===== src/rtl/reorder_buffer_pkg.sv =====
// rtl/reorder_buffer_pkg.sv - shared ROB types, tag encoding and instruction classes
package reorder_buffer_pkg;

    localparam int ROB_DEPTH     = 16;
    localparam int ROB_TAG_W     = 6;
    localparam int ROB_DATA_W    = 32;
    localparam int NUM_ARCH_REGS = 32;
    localparam int ARCH_REG_W    = $clog2(NUM_ARCH_REGS);

    localparam logic [ROB_TAG_W-1:0] ROB_INVALID_TAG = 6'b010000;

    // Instruction class encoding shared with the register status table and reservation stations.
    typedef enum logic [2:0] {
        INSN_ALU    = 3'd0,
        INSN_MUL    = 3'd1,
        INSN_LOAD   = 3'd2,
        INSN_STORE  = 3'd3,
        INSN_BRANCH = 3'd4,
        INSN_JUMP   = 3'd5,
        INSN_FP     = 3'd6,
        INSN_SYS    = 3'd7
    } insn_class_e;

    typedef struct packed {
        logic                  valid;
        logic                  done;
        logic [ARCH_REG_W-1:0] dest;
        insn_class_e           insn_type;
        logic [ROB_DATA_W-1:0] value;
    } rob_entry_t;

endpackage


===== src/rtl/reorder_buffer_forward_mux.sv =====
// rtl/reorder_buffer_forward_mux.sv - one operand lookup with same-cycle CDB bypass
module rob_forward_mux #(
    parameter int DEPTH  = 16,
    parameter int TAG_W  = 6,
    parameter int DATA_W = 32
) (
    input  logic [TAG_W-1:0]  i_q_tag,
    input  logic              i_cdb_valid,
    input  logic [TAG_W-1:0]  i_cdb_tag,
    input  logic [DATA_W-1:0] i_cdb_value,
    input  logic              i_entry_valid,
    input  logic              i_entry_done,
    input  logic [DATA_W-1:0] i_entry_value,
    output logic              o_q_ready,
    output logic [DATA_W-1:0] o_q_value
);

    logic w_in_range;
    logic w_bypass;

    assign w_in_range = (i_q_tag < TAG_W'(DEPTH));
    assign w_bypass   = i_cdb_valid && (i_cdb_tag == i_q_tag);

    // The CDB wins over the stored copy so a consumer never misses a result broadcast this cycle.
    always_comb begin
        o_q_ready = 1'b0;
        o_q_value = '0;
        if (w_in_range) begin
            if (w_bypass) begin
                o_q_ready = 1'b1;
                o_q_value = i_cdb_value;
            end else begin
                o_q_ready = i_entry_valid && i_entry_done;
                o_q_value = i_entry_value;
            end
        end
    end

endmodule


===== src/rtl/reorder_buffer.sv =====
// rtl/reorder_buffer.sv - in-order retirement buffer: tag allocation, CDB capture, forwarding, commit
module reorder_buffer
    import reorder_buffer_pkg::*;
#(
    parameter int                DEPTH       = ROB_DEPTH,
    parameter int                TAG_W       = ROB_TAG_W,
    parameter int                DATA_W      = ROB_DATA_W,
    parameter logic [TAG_W-1:0]  INVALID_TAG = ROB_INVALID_TAG
) (
    input  logic              clk,
    input  logic              rst_n,
    input  logic              flush,
    input  logic              alloc_valid,
    input  logic [4:0]        alloc_dest,
    input  logic [2:0]        alloc_type,
    output logic              alloc_ready,
    output logic [TAG_W-1:0]  alloc_tag,
    input  logic              cdb_valid,
    input  logic [TAG_W-1:0]  cdb_tag,
    input  logic [DATA_W-1:0] cdb_value,
    input  logic [TAG_W-1:0]  q_tag1,
    input  logic [TAG_W-1:0]  q_tag2,
    output logic              q_ready1,
    output logic              q_ready2,
    output logic [DATA_W-1:0] q_value1,
    output logic [DATA_W-1:0] q_value2,
    output logic              commit_valid,
    input  logic              commit_ready,
    output logic [4:0]        commit_dest,
    output logic [2:0]        commit_type,
    output logic [TAG_W-1:0]  commit_tag,
    output logic [DATA_W-1:0] commit_value,
    output logic [4:0]        count
);

    localparam int PTR_W = $clog2(DEPTH);

    // The no-producer tag must never alias a real entry.
    if (INVALID_TAG < TAG_W'(DEPTH)) begin : g_bad_invalid_tag
        $error("INVALID_TAG collides with an entry index");
    end

    rob_entry_t       r_rob [DEPTH];
    logic [PTR_W-1:0] r_head;
    logic [PTR_W-1:0] r_tail;
    logic [4:0]       r_count;

    logic             w_do_alloc;
    logic             w_do_commit;
    logic             w_cdb_hit;
    logic [PTR_W-1:0] w_cdb_idx;
    rob_entry_t       w_head_entry;
    rob_entry_t       w_q_entry1;
    rob_entry_t       w_q_entry2;

    assign w_head_entry = r_rob[r_head];
    assign w_cdb_idx    = cdb_tag[PTR_W-1:0];
    assign w_q_entry1   = r_rob[q_tag1[PTR_W-1:0]];
    assign w_q_entry2   = r_rob[q_tag2[PTR_W-1:0]];

    assign alloc_ready  = (r_count != 5'(DEPTH));
    assign alloc_tag    = TAG_W'(r_tail);
    assign count        = r_count;

    assign commit_valid = w_head_entry.valid && w_head_entry.done;
    assign commit_dest  = w_head_entry.dest;
    assign commit_type  = w_head_entry.insn_type;
    assign commit_tag   = TAG_W'(r_head);
    assign commit_value = w_head_entry.value;

    assign w_do_alloc   = alloc_valid && alloc_ready;
    assign w_do_commit  = commit_valid && commit_ready;
    assign w_cdb_hit    = cdb_valid && (cdb_tag < TAG_W'(DEPTH)) && r_rob[w_cdb_idx].valid;

    // Allocation targets an invalid tail slot and the CDB only hits valid slots, so their writes never overlap.
    always_ff @(posedge clk or negedge rst_n) begin
        if (!rst_n) begin
            for (int i = 0; i < DEPTH; i++) begin
                r_rob[i] <= '0;
            end
            r_head  <= '0;
            r_tail  <= '0;
            r_count <= '0;
        end else if (flush) begin
            for (int i = 0; i < DEPTH; i++) begin
                r_rob[i].valid <= 1'b0;
            end
            r_head  <= '0;
            r_tail  <= '0;
            r_count <= '0;
        end else begin
            if (w_do_alloc) begin
                r_rob[r_tail].valid     <= 1'b1;
                r_rob[r_tail].done      <= 1'b0;
                r_rob[r_tail].dest      <= alloc_dest;
                r_rob[r_tail].insn_type <= insn_class_e'(alloc_type);
                r_tail                  <= r_tail + PTR_W'(1);
            end
            if (w_cdb_hit) begin
                r_rob[w_cdb_idx].value <= cdb_value;
                r_rob[w_cdb_idx].done  <= 1'b1;
            end
            if (w_do_commit) begin
                r_rob[r_head].valid <= 1'b0;
                r_head              <= r_head + PTR_W'(1);
            end
            if (w_do_alloc && !w_do_commit) begin
                r_count <= r_count + 5'd1;
            end else if (!w_do_alloc && w_do_commit) begin
                r_count <= r_count - 5'd1;
            end
        end
    end

    rob_forward_mux #(
        .DEPTH  (DEPTH),
        .TAG_W  (TAG_W),
        .DATA_W (DATA_W)
    ) u_fwd1 (
        .i_q_tag       (q_tag1),
        .i_cdb_valid   (cdb_valid),
        .i_cdb_tag     (cdb_tag),
        .i_cdb_value   (cdb_value),
        .i_entry_valid (w_q_entry1.valid),
        .i_entry_done  (w_q_entry1.done),
        .i_entry_value (w_q_entry1.value),
        .o_q_ready     (q_ready1),
        .o_q_value     (q_value1)
    );

    rob_forward_mux #(
        .DEPTH  (DEPTH),
        .TAG_W  (TAG_W),
        .DATA_W (DATA_W)
    ) u_fwd2 (
        .i_q_tag       (q_tag2),
        .i_cdb_valid   (cdb_valid),
        .i_cdb_tag     (cdb_tag),
        .i_cdb_value   (cdb_value),
        .i_entry_valid (w_q_entry2.valid),
        .i_entry_done  (w_q_entry2.done),
        .i_entry_value (w_q_entry2.value),
        .o_q_ready     (q_ready2),
        .o_q_value     (q_value2)
    );

endmodule


===== config.mk =====
export PLATFORM = sky130hd
export DESIGN_NAME = reorder_buffer
export DESIGN_NICKNAME = d
export VERILOG_FILES = /design/src/rtl/reorder_buffer_pkg.sv /design/src/rtl/reorder_buffer_forward_mux.sv /design/src/rtl/reorder_buffer.sv
export SDC_FILE = /design/constraint.sdc
export NUM_CORES = 1
export LEC_CHECK = 0
export CORE_MARGIN = 8
export CORE_UTILIZATION = 55
export CTS_CLUSTER_DIAMETER = 80
export DETAILED_ROUTE_END_ITERATION = 7
export PLACE_DENSITY = 0.8
export SLEW_MARGIN = 25
export SYNTH_ARGS = -nofsm -noshare
export SYNTH_HDL_FRONTEND = slang
export SYNTH_SLANG_ARGS = --single-unit

===== constraint.sdc =====
create_clock -name clk -period 4 [get_ports clk]
set_clock_uncertainty 0.15 [all_clocks]
set_input_delay 0.6 -clock clk [delete_from_list [all_inputs] [get_ports clk]]
set_output_delay 0.6 -clock clk [all_outputs]
set_load 0.01 [all_outputs]

# Word level (Yosys, flattened, before mapping)
# Cells that the tools add are included.
# Widths: inputs -> output; s select.
dict set report word_totals {
  register_bits 685
  in_bits 64
  output_inout_bits 125
  word_cells 194
}
dict set report classes {
  n_addsub 4
  order_cmp 11
  eq_ne 3
  n_mux 69
  bitwise_logic 5
  reduce_logical 19
}
# operator n
set op_table {}
lappend op_table {{$bwmux 672} 7}
lappend op_table {{$mux 672} 5}
lappend op_table {{$demux 42 s4} 7}
lappend op_table {{$bmux 42 s4} 4}
lappend op_table {{$mux 42} 10}
lappend op_table {{$mux 32} 5}
lappend op_table {{$mux 41} 2}
lappend op_table {{$mux 40} 1}
lappend op_table {{$mux 35} 1}
lappend op_table {{$ge 5x5->1 const B} 5}
lappend op_table {{$not 4->5} 5}
lappend op_table {{$mux 1} 20}
lappend op_table {{$lt 6x5->1 const B} 3}
lappend op_table {{$mux 4} 4}
lappend op_table {{$lt 5x1->1 const B} 3}
lappend op_table {{$mux 5} 3}
lappend op_table {{$logic_and 1x1->1} 14}
lappend op_table {{$eq 6x6->1} 2}
lappend op_table {{$add 4x1->4 const B} 2}
lappend op_table {{$add 5x1->5 const B} 1}
lappend op_table {{$ne 5x5->1 const B} 1}
lappend op_table {{$sub 5x1->5 const B} 1}
lappend op_table {{$reduce_bool 2->1} 2}
lappend op_table {{$reduce_bool 3->1} 1}
lappend op_table {{$logic_not 1->1} 2}

# Logic depth before layout (Yosys ltp)
# Gate-level depths: netlist of run 1.
dict set report logic_depth {
  ltp_word 18
  mapped_depth 13
  mapped_depth_nobuf 12
}

# Modules after synthesis
# From an unflattened synthesis of run 1, not the netlist that was laid out.
dict set report unflattened {
  hier_cells 2571
  hier_area_um2 40601.4
}
# module n_inst cells_each area_each_um2 seq_area_each_um2
set by_module_without_submodules {}
lappend by_module_without_submodules {reorder_buffer 1 2321 38997.4 17141.4}
lappend by_module_without_submodules {rob_forward_mux 2 125 802.0 0.0}

# Least setup slack after synthesis of run 1
# Ideal clock, no wire load.
dict set report synth_path {
  path_type {register to register}
  start {register r_head[2]}
  end {register r_count[4], in the netlist count[4]}
  setup_ns 0.086
  arrival_time_ns 2.889
  required_ns 3.764
  slack_ns 0.875
  path_stages_with_launch 14
  path_buffers 1
  synth_period_minus_slack_ns 3.125
  cell_sequence {dfrtp_1 buf_2 nor2b_1 o311ai_1 o22a_1 a31oi_2 inv_1 fa_1 a21o_1 a21o_1 nor2_1 nand4_1 and3b_1 nor3_1}
}
dict set report synth_via {
  elab_chain_len 10
  word_cells_on_any_way 12
  classes_between {5 x mux; 1 x bitwise; 6 x reduce/logical}
}
# item line_no
set synth_rtl {}
lappend synth_rtl {{start: declaration} reorder_buffer.sv:44} ;# logic [PTR_W-1:0] r_head;
lappend synth_rtl {{start signal: assignment} reorder_buffer.sv:105} ;# r_head <= r_head + PTR_W'(1);
lappend synth_rtl {{$not 4->5 (not written as such) (*)} reorder_buffer.sv:56} ;# assign w_head_entry = r_rob[r_head];
lappend synth_rtl {{$bmux 42 s4 (*)} reorder_buffer.sv:56}
lappend synth_rtl {{$mux 42 (not written as such) (*) (2 in series)} reorder_buffer.sv:56}
lappend synth_rtl {{$logic_and 1x1->1 (*)} reorder_buffer.sv:65} ;# assign commit_valid = w_head_entry.valid && w_head_entry.done;
lappend synth_rtl {{$logic_and 1x1->1 (*)} reorder_buffer.sv:72} ;# assign w_do_commit = commit_valid && commit_ready;
lappend synth_rtl {{$logic_not 1->1} reorder_buffer.sv:107} ;# if (w_do_alloc && !w_do_commit) begin
lappend synth_rtl {{$logic_and 1x1->1} reorder_buffer.sv:107}
lappend synth_rtl {{$mux 5} reorder_buffer.sv:107}
lappend synth_rtl {{$mux 5} reorder_buffer.sv:84} ;# end else if (flush) begin
lappend synth_rtl {{end signal: assignment} reorder_buffer.sv:108} ;# r_count <= r_count + 5'd1;
lappend synth_rtl {{end signal: assignment} reorder_buffer.sv:110} ;# r_count <= r_count - 5'd1;
lappend synth_rtl {{end: declaration} reorder_buffer.sv:46} ;# logic [4:0] r_count;
# Every way passes the cells marked *; elsewhere a longest branch is shown, timed or not. The select of a mux whose other input is x is not followed.
# A chain may end at the register's enable or synchronous reset.

# Worst setup path after layout of run 1
dict set report layout_path {
  start {register r_head[1]}
  end {output port commit_value[25]}
}
dict set report layout_via {
  elab_chain_len 4
}
# item line_no
set layout_rtl {}
lappend layout_rtl {{$not 4->5 (not written as such)} reorder_buffer.sv:56}
lappend layout_rtl {{$bmux 42 s4} reorder_buffer.sv:56}
lappend layout_rtl {{$mux 42 (not written as such) (2 in series)} reorder_buffer.sv:56}
lappend layout_rtl {{end: declaration} reorder_buffer.sv:32} ;# output logic [DATA_W-1:0] commit_value,
# No other way between the ends. The select of a mux whose other input is x is not followed.

==> results of run 1 <==
worst register-to-register path: stages (launching register included):
cell and delay (ns):
dfrtp_4 0.56, buf_4 0.18, buf_4 0.15, inv_1 0.14, o311ai_1 0.15, o22a_1 0.33, a31oi_2 0.35, inv_1 0.21
fa_1 0.44, a21o_1 0.20, a21o_1 0.19, nor2_1 0.10, nand4_1 0.13, and3b_1 0.20, nor3_1 0.17
Yosys cell counts, types with 11 or more instances:
cell | count | area, sq um
dfrtp_1 | 685 | 17100
mux2_2 | 640 | 7210
mux4_2 | 528 | 11900
nand2_1 | 188 | 706
buf_2 | 108 | 541
clkbuf_1 | 80 | 300
a21oi_1 | 75 | 375
buf_1 | 38 | 143
buf_4 | 35 | 263
buf_6 | 19 | 214
nand2b_1 | 16 | 100
nor2_1 | 16 | 60.1
nand3_2 | 15 | 150
a32oi_1 | 12 | 105
ha_1 | 11 | 138
xnor2_1 | 11 | 96.3
repair_timing:
item | CTS | global route
setup endpoints to repair | 35 | 12
cloned | 2 | 0
gates resized for setup | 3 | 3
hold buffers | 1 | 0
endpoints found under the hold margin | 61 | 0
buffers inserted | 9 | 1
pin swaps | 0 | 0
power by group:
group | total (uW) | switching, uW | leakage [uW] | internal [uW]
sequential | 7210 | 113 | 0.00951 | 7100
clock | 7070 | 2960 | 0.00125 | 4110
combinational | 1360 | 742 | 0.00953 | 619
how the worst max path moves through the flow:
stage	end	slack [ns]	cells after the start
after CTS	commit_value[27]	0.02	4
after floorplan	count[4]$_DFFE_PN0P_	0.88	13
final	commit_value[25]	0.06	5
after global placement	q_ready2	0.11	6
after global routing	commit_dest[2]	-0.003	4
after detailed placement	q_ready2	0.11	6
layout make-up:
type,instances,share of cell area
Timing Repair Buffer,327,0.0821
Inverter,6,0.000485
Clock inverter,22,0.00582
Tap cell,959,0.0258
Multi-Input combinational cell,1617,0.468
Sequential cell,685,0.369
Clock buffer,112,0.0484
Antenna cell,3,0.000162
metal layers:
| metal | GRT usage | routed length (microns) |
|---|---|---|
| met1 | 0.379 | 44500 |
| met2 | 0.459 | 57500 |
| met3 | 0.0743 | 11400 |
| met4 | 0.114 | 4560 |
| met5 | 0 | 10 |
per-stage QoR:
step                      utilization  total power (uW)
after floorplan                     -              8080
after global placement          0.600              8630
after CTS                       0.637             15700
after detailed placement        0.600              8690
final                           0.638             15600
after global routing            0.638             16100
cell families (layout without fill, tap and decap cells):
family                     Yosys count  in the layout  share of synthesized area
muxes                             1175           1175                      0.477
DFF                                685            685                      0.424
and+or+nand+nor                    297            297                     0.0356
buffers and inverters              291            467                     0.0384
AOI/OAI and AO/OA                  109            109                     0.0161
xor gates and xnor gates            20             20                    0.00434
adders and majority gates           12             12                    0.00390
other                                1              7                  0.0000929
==> flow_summary.ini, run 1 <==
[synth]
avgSynthCellArea_sq_um = 15.6
synthFlopType = dfrtp_1
synth_edf_count = 0
synthArstFlopShare = 1.00
ys_warn_count = 0
ys_seq_elements = 685
syn-instance-count = 2590
synth_area_sq_um = 40400
seq_area_frac_synth = 0.424
synth_cell_type_count = 56

[cts]
clkLatencyLatePin_ns = 0.63
path_clk_slew_ns = 0.06
cts_tree = yes
cts_max_level = 3
numCtsBuffers = 75
cts_buffer_depth = 3
cts_sinks = 685
cts-root-buf = clkbuf_16

[drt]
vias = 26600
antenna_left = 0
drt-pass1-iter-count = 5
drc_errors = 0
wl_microns = 118000
viasPerCell = 7.13
wl_per_cell_microns = 31.6
initialDrtViolationCount = 2728

[final_layout]
layout.cells.non_filler = 3731
area_delta_synth_final_pct = 15.0
n_fill_cell = 5019
register_area_sq_um = 17200
multi_input_area_sq_um = 21700
fin_area_sq_um = 46500
layout.nets = 2788
drive_above_1_share = 0.536
final_common_cell = dfrtp_1
final_cell_mix = 681 x dfrtp_1, 640 x mux2_2, 528 x mux4_2

[worst_setup_path]
endpoint_kind = output pin
r2r.worst_path.cells = 14
setup.worst_path.start = r_head[1]$_DFFE_PN0P_
cp_cell_sequence = buf_12 > buf_12 > mux4_2 > mux4_2 > clkdlybuf4s50_1
worstPathArrival_ns = 3.19
worst_ep_required_time_ns = 3.25
path_class = reg2out
critPathTopFamily = multiplexers
regToRegStartpoint = r_head[0]$_DFFE_PN0P_
cp_max_fo = 23
cp_slowest_cell = dfrtp_4
crit_path_max_incr_delay_ns = 0.62
cp_num_buf_inv = 3
worst_setup_path_start_kind = register
timing.rr.end = count[4]$_DFFE_PN0P_
rrSetupSlack_ns = 0.26

[sta]
layout_min_cycle_time_ns = 3.94
slew_headroom = 0.238
worst_pin_slew_ns = 1.14
rsz0062_at_grt = true
worst_slack_ns = 0.0575
hold_viol = 0
setup_viol = 0
finalCritPeriodShare = 0.986
drv_slew = 0
hold_ws_ns = 0.280
max_freq_ghz = 0.254
setup_tns_ns = 0

[floorplan]
die_h_microns = 287
core_sq_um = 72800
row_count = 99
dieArea_sq_um = 82400
die_w_microns = 287
initial_core_util = 0.554
io_pins = 189

[global_route]
overflow = 0
grt_first_pass_wirelength_microns = 181000
grt_pass1_vias = 28400
grt_max_degree = 106
antenna_found_initial = 5
grtUsageTotal = 0.288

[pwr]
power_leakage_uw = 0.0203
irDropWorstVdd_v = 0.000406
power.density_nw_per_um2 = 337

[placed_design]
dp.final_hpwl_microns = 73800
port_buffers = 184
dp_slack_ns = 0.114
place_area_sq_um = 43700
dp.cells = 3580
finalWeightedCongestion = 0.871

[worst_hold_path]
hp-class = in2async

[flow_run]
maxCapViolCount = 0

[run_status]
outcome = completed
(Power assumes the default switching activity.)
==> inputs of run 2 (changes only) <==
==> constraint.sdc (replaced) <==
create_clock -name clk -period 3.65 [get_ports clk]
set_clock_uncertainty 0.15 [all_clocks]
set_input_delay 0.5475 -clock clk [delete_from_list [all_inputs] [get_ports clk]]
set_output_delay 0.5475 -clock clk [all_outputs]
set_load 0.01 [all_outputs]
==> run 2 against run 1 <==
Critical path depth grew 3; worst setup slack lost 0.053 ns; die area is the same; power grew 10%; wire length grew 2.8%; sequential share of layout area shrank 0.93 points; via count grew 1.6%; cell count grew 2.8%; global-route usage grew 0.58 points; cell area grew 2.6%; largest cell class unchanged.
==> flow_summary.ini, run 2 (synthesized netlist as in run 1, its figures left out) <==
[run_status]
outcome = completed

[drt]
drt-pass1-iter-count = 7
vias = 27000
wl_microns = 121000
initialDrtViolationCount = 3033
drc_errors = 0
viasPerCell = 7.05
wl_per_cell_microns = 31.7
antenna_left = 0

[global_route]
antenna_found_initial = 5
grtUsageTotal = 0.294
grt_pass1_vias = 28800
grt_max_degree = 109
overflow = 0
grt_first_pass_wirelength_microns = 183000

[floorplan]
io_pins = 189
dieArea_sq_um = 82400
core_sq_um = 72800
row_count = 99
die_w_microns = 287
initial_core_util = 0.554
die_h_microns = 287

[cts]
cts_max_level = 3
cts-root-buf = clkbuf_16
path_clk_slew_ns = 0.06
cts_buffer_depth = 3
cts_sinks = 685
clkLatencyLatePin_ns = 0.63
cts_tree = yes
numCtsBuffers = 76

[sta]
finalCritPeriodShare = 0.999
setup_viol = 0
worst_pin_slew_ns = 0.922
layout_min_cycle_time_ns = 3.65
rsz0062_at_grt = true
hold_viol = 0
setup_tns_ns = 0
drv_slew = 0
slew_headroom = 0.385
max_freq_ghz = 0.274

[pwr]
irDropWorstVdd_v = 0.000356
power.density_nw_per_um2 = 362
power_leakage_uw = 0.0215

[placed_design]
place_area_sq_um = 44400
dp.final_hpwl_microns = 75100
finalWeightedCongestion = 0.922
port_buffers = 184

[final_layout]
final_common_cell = dfrtp_1
drive_above_1_share = 0.557
fin_area_sq_um = 47700
final_cell_mix = 681 x dfrtp_1, 640 x mux2_2, 528 x mux4_2
layout.nets = 2888
area_delta_synth_final_pct = 18.0

[worst_setup_path]
endpoint_kind = output pin
path_class = reg2out
worstPathArrival_ns = 2.95
worst_ep_required_time_ns = 2.95
worst_setup_path_start_kind = register
cp_max_fo = 10
r2r.worst_path.cells = 14

[flow_run]
maxCapViolCount = 0

[worst_hold_path]
hp-class = in2async
-- run 2: changes by cell type in the layout (fill, tap and decap cells not counted), moves of 5 or more --
cell / change
buf_4: +65
dlygate4sd2_1: +62
buf_6: +5
buf_12: +23
dlymetal6s2s_1: +18
clkbuf_2: +5
clkdlybuf4s50_1: -94
-- run 2: power breakdown --
part           total (uW)  switching (uW)  internal [uW]  leakage (uW)
clock network        7840            3280           4560       0.00126
logic                1530             827            707        0.0108
registers            7900             121           7780       0.00951
total               17300            4230          13000        0.0215
-- run 2: path summary, 6_finish.rpt --
kind	slack (ns)	endpoint	startpoint
setup reg to reg	0.19	count[4]$_DFFE_PN0P_	r_head[0]$_DFFE_PN0P_
setup / recovery	0.005	commit_value[19]	r_head[0]$_DFFE_PN0P_
min in group clk	0.35	r_rob[208]$_DFFE_PN0N_	r_rob[208]$_DFFE_PN0N_
max in group asynchronous	1.92	async pin	rst_n
hold reg to reg	0.35	r_rob[208]$_DFFE_PN0N_	r_rob[208]$_DFFE_PN0N_
hold / removal	0.35	async pin	rst_n
-- run 2: repair_timing --
| item | 4_1_cts | 5_1_grt |
|---|---|---|
| cloned | 4 | 2 |
| buffers inserted | 35 | 13 |
| setup endpoints to repair | 91 | 41 |
| resized for setup | 106 | 46 |
| pin swaps | 1 | 0 |
| hold endpoints to repair | 53 | 0 |
| hold buffers | 1 | 0 |
-- run 2: cell type report --
| cell class | count | area (sq um) |
|---|---|---|
| inverter | 6 | 22.5 |
| sequential | 685 | 17200 |
| timing repair buffer | 426 | 4930 |
| clock inverter | 26 | 297 |
| tap | 959 | 1200 |
| fill | 4856 | 25200 |
| multi-input combinational | 1617 | 21800 |
| antenna | 3 | 7.51 |
| clock buffer | 112 | 2270 |
-- run 2: worst max-delay path, cell delays in order, from the launching register on --
cell     delay (ns)
dfrtp_4        0.42
buf_12         0.15
buf_12         0.17
buf_6          0.13
buf_16         0.13
buf_12         0.14
mux4_2         0.50
mux4_2         0.51
buf_6          0.15
-- run 2: metrics by stage --
stage	instances	hold WS [ns]	util	setup WS [ns]	power (uW)
6_report	3834	0.351	0.654	0.00463	17300
5_1_grt	3833	0.360	0.654	-0.0241	17800
4_1_cts	3816	0.351	0.650	-0.122	17300
3_5_place_dp	3638	0.336	0.609	-0.104	9580
3_3_place_gp	3638	0.331	0.609	-0.0555	9510
2_1_floorplan	2593	0.102	-	0.525	8860
-- run 2: layer usage --
layer	wire, microns	part of all wire	track usage	vias up
met3	12300	0.10	0.0801	325
met4	4670	0.038	0.122	2
met5	13	0.00011	0	-
met2	58900	0.49	0.465	1656
li1	-	-	-	10600
met1	45400	0.37	0.385	14400
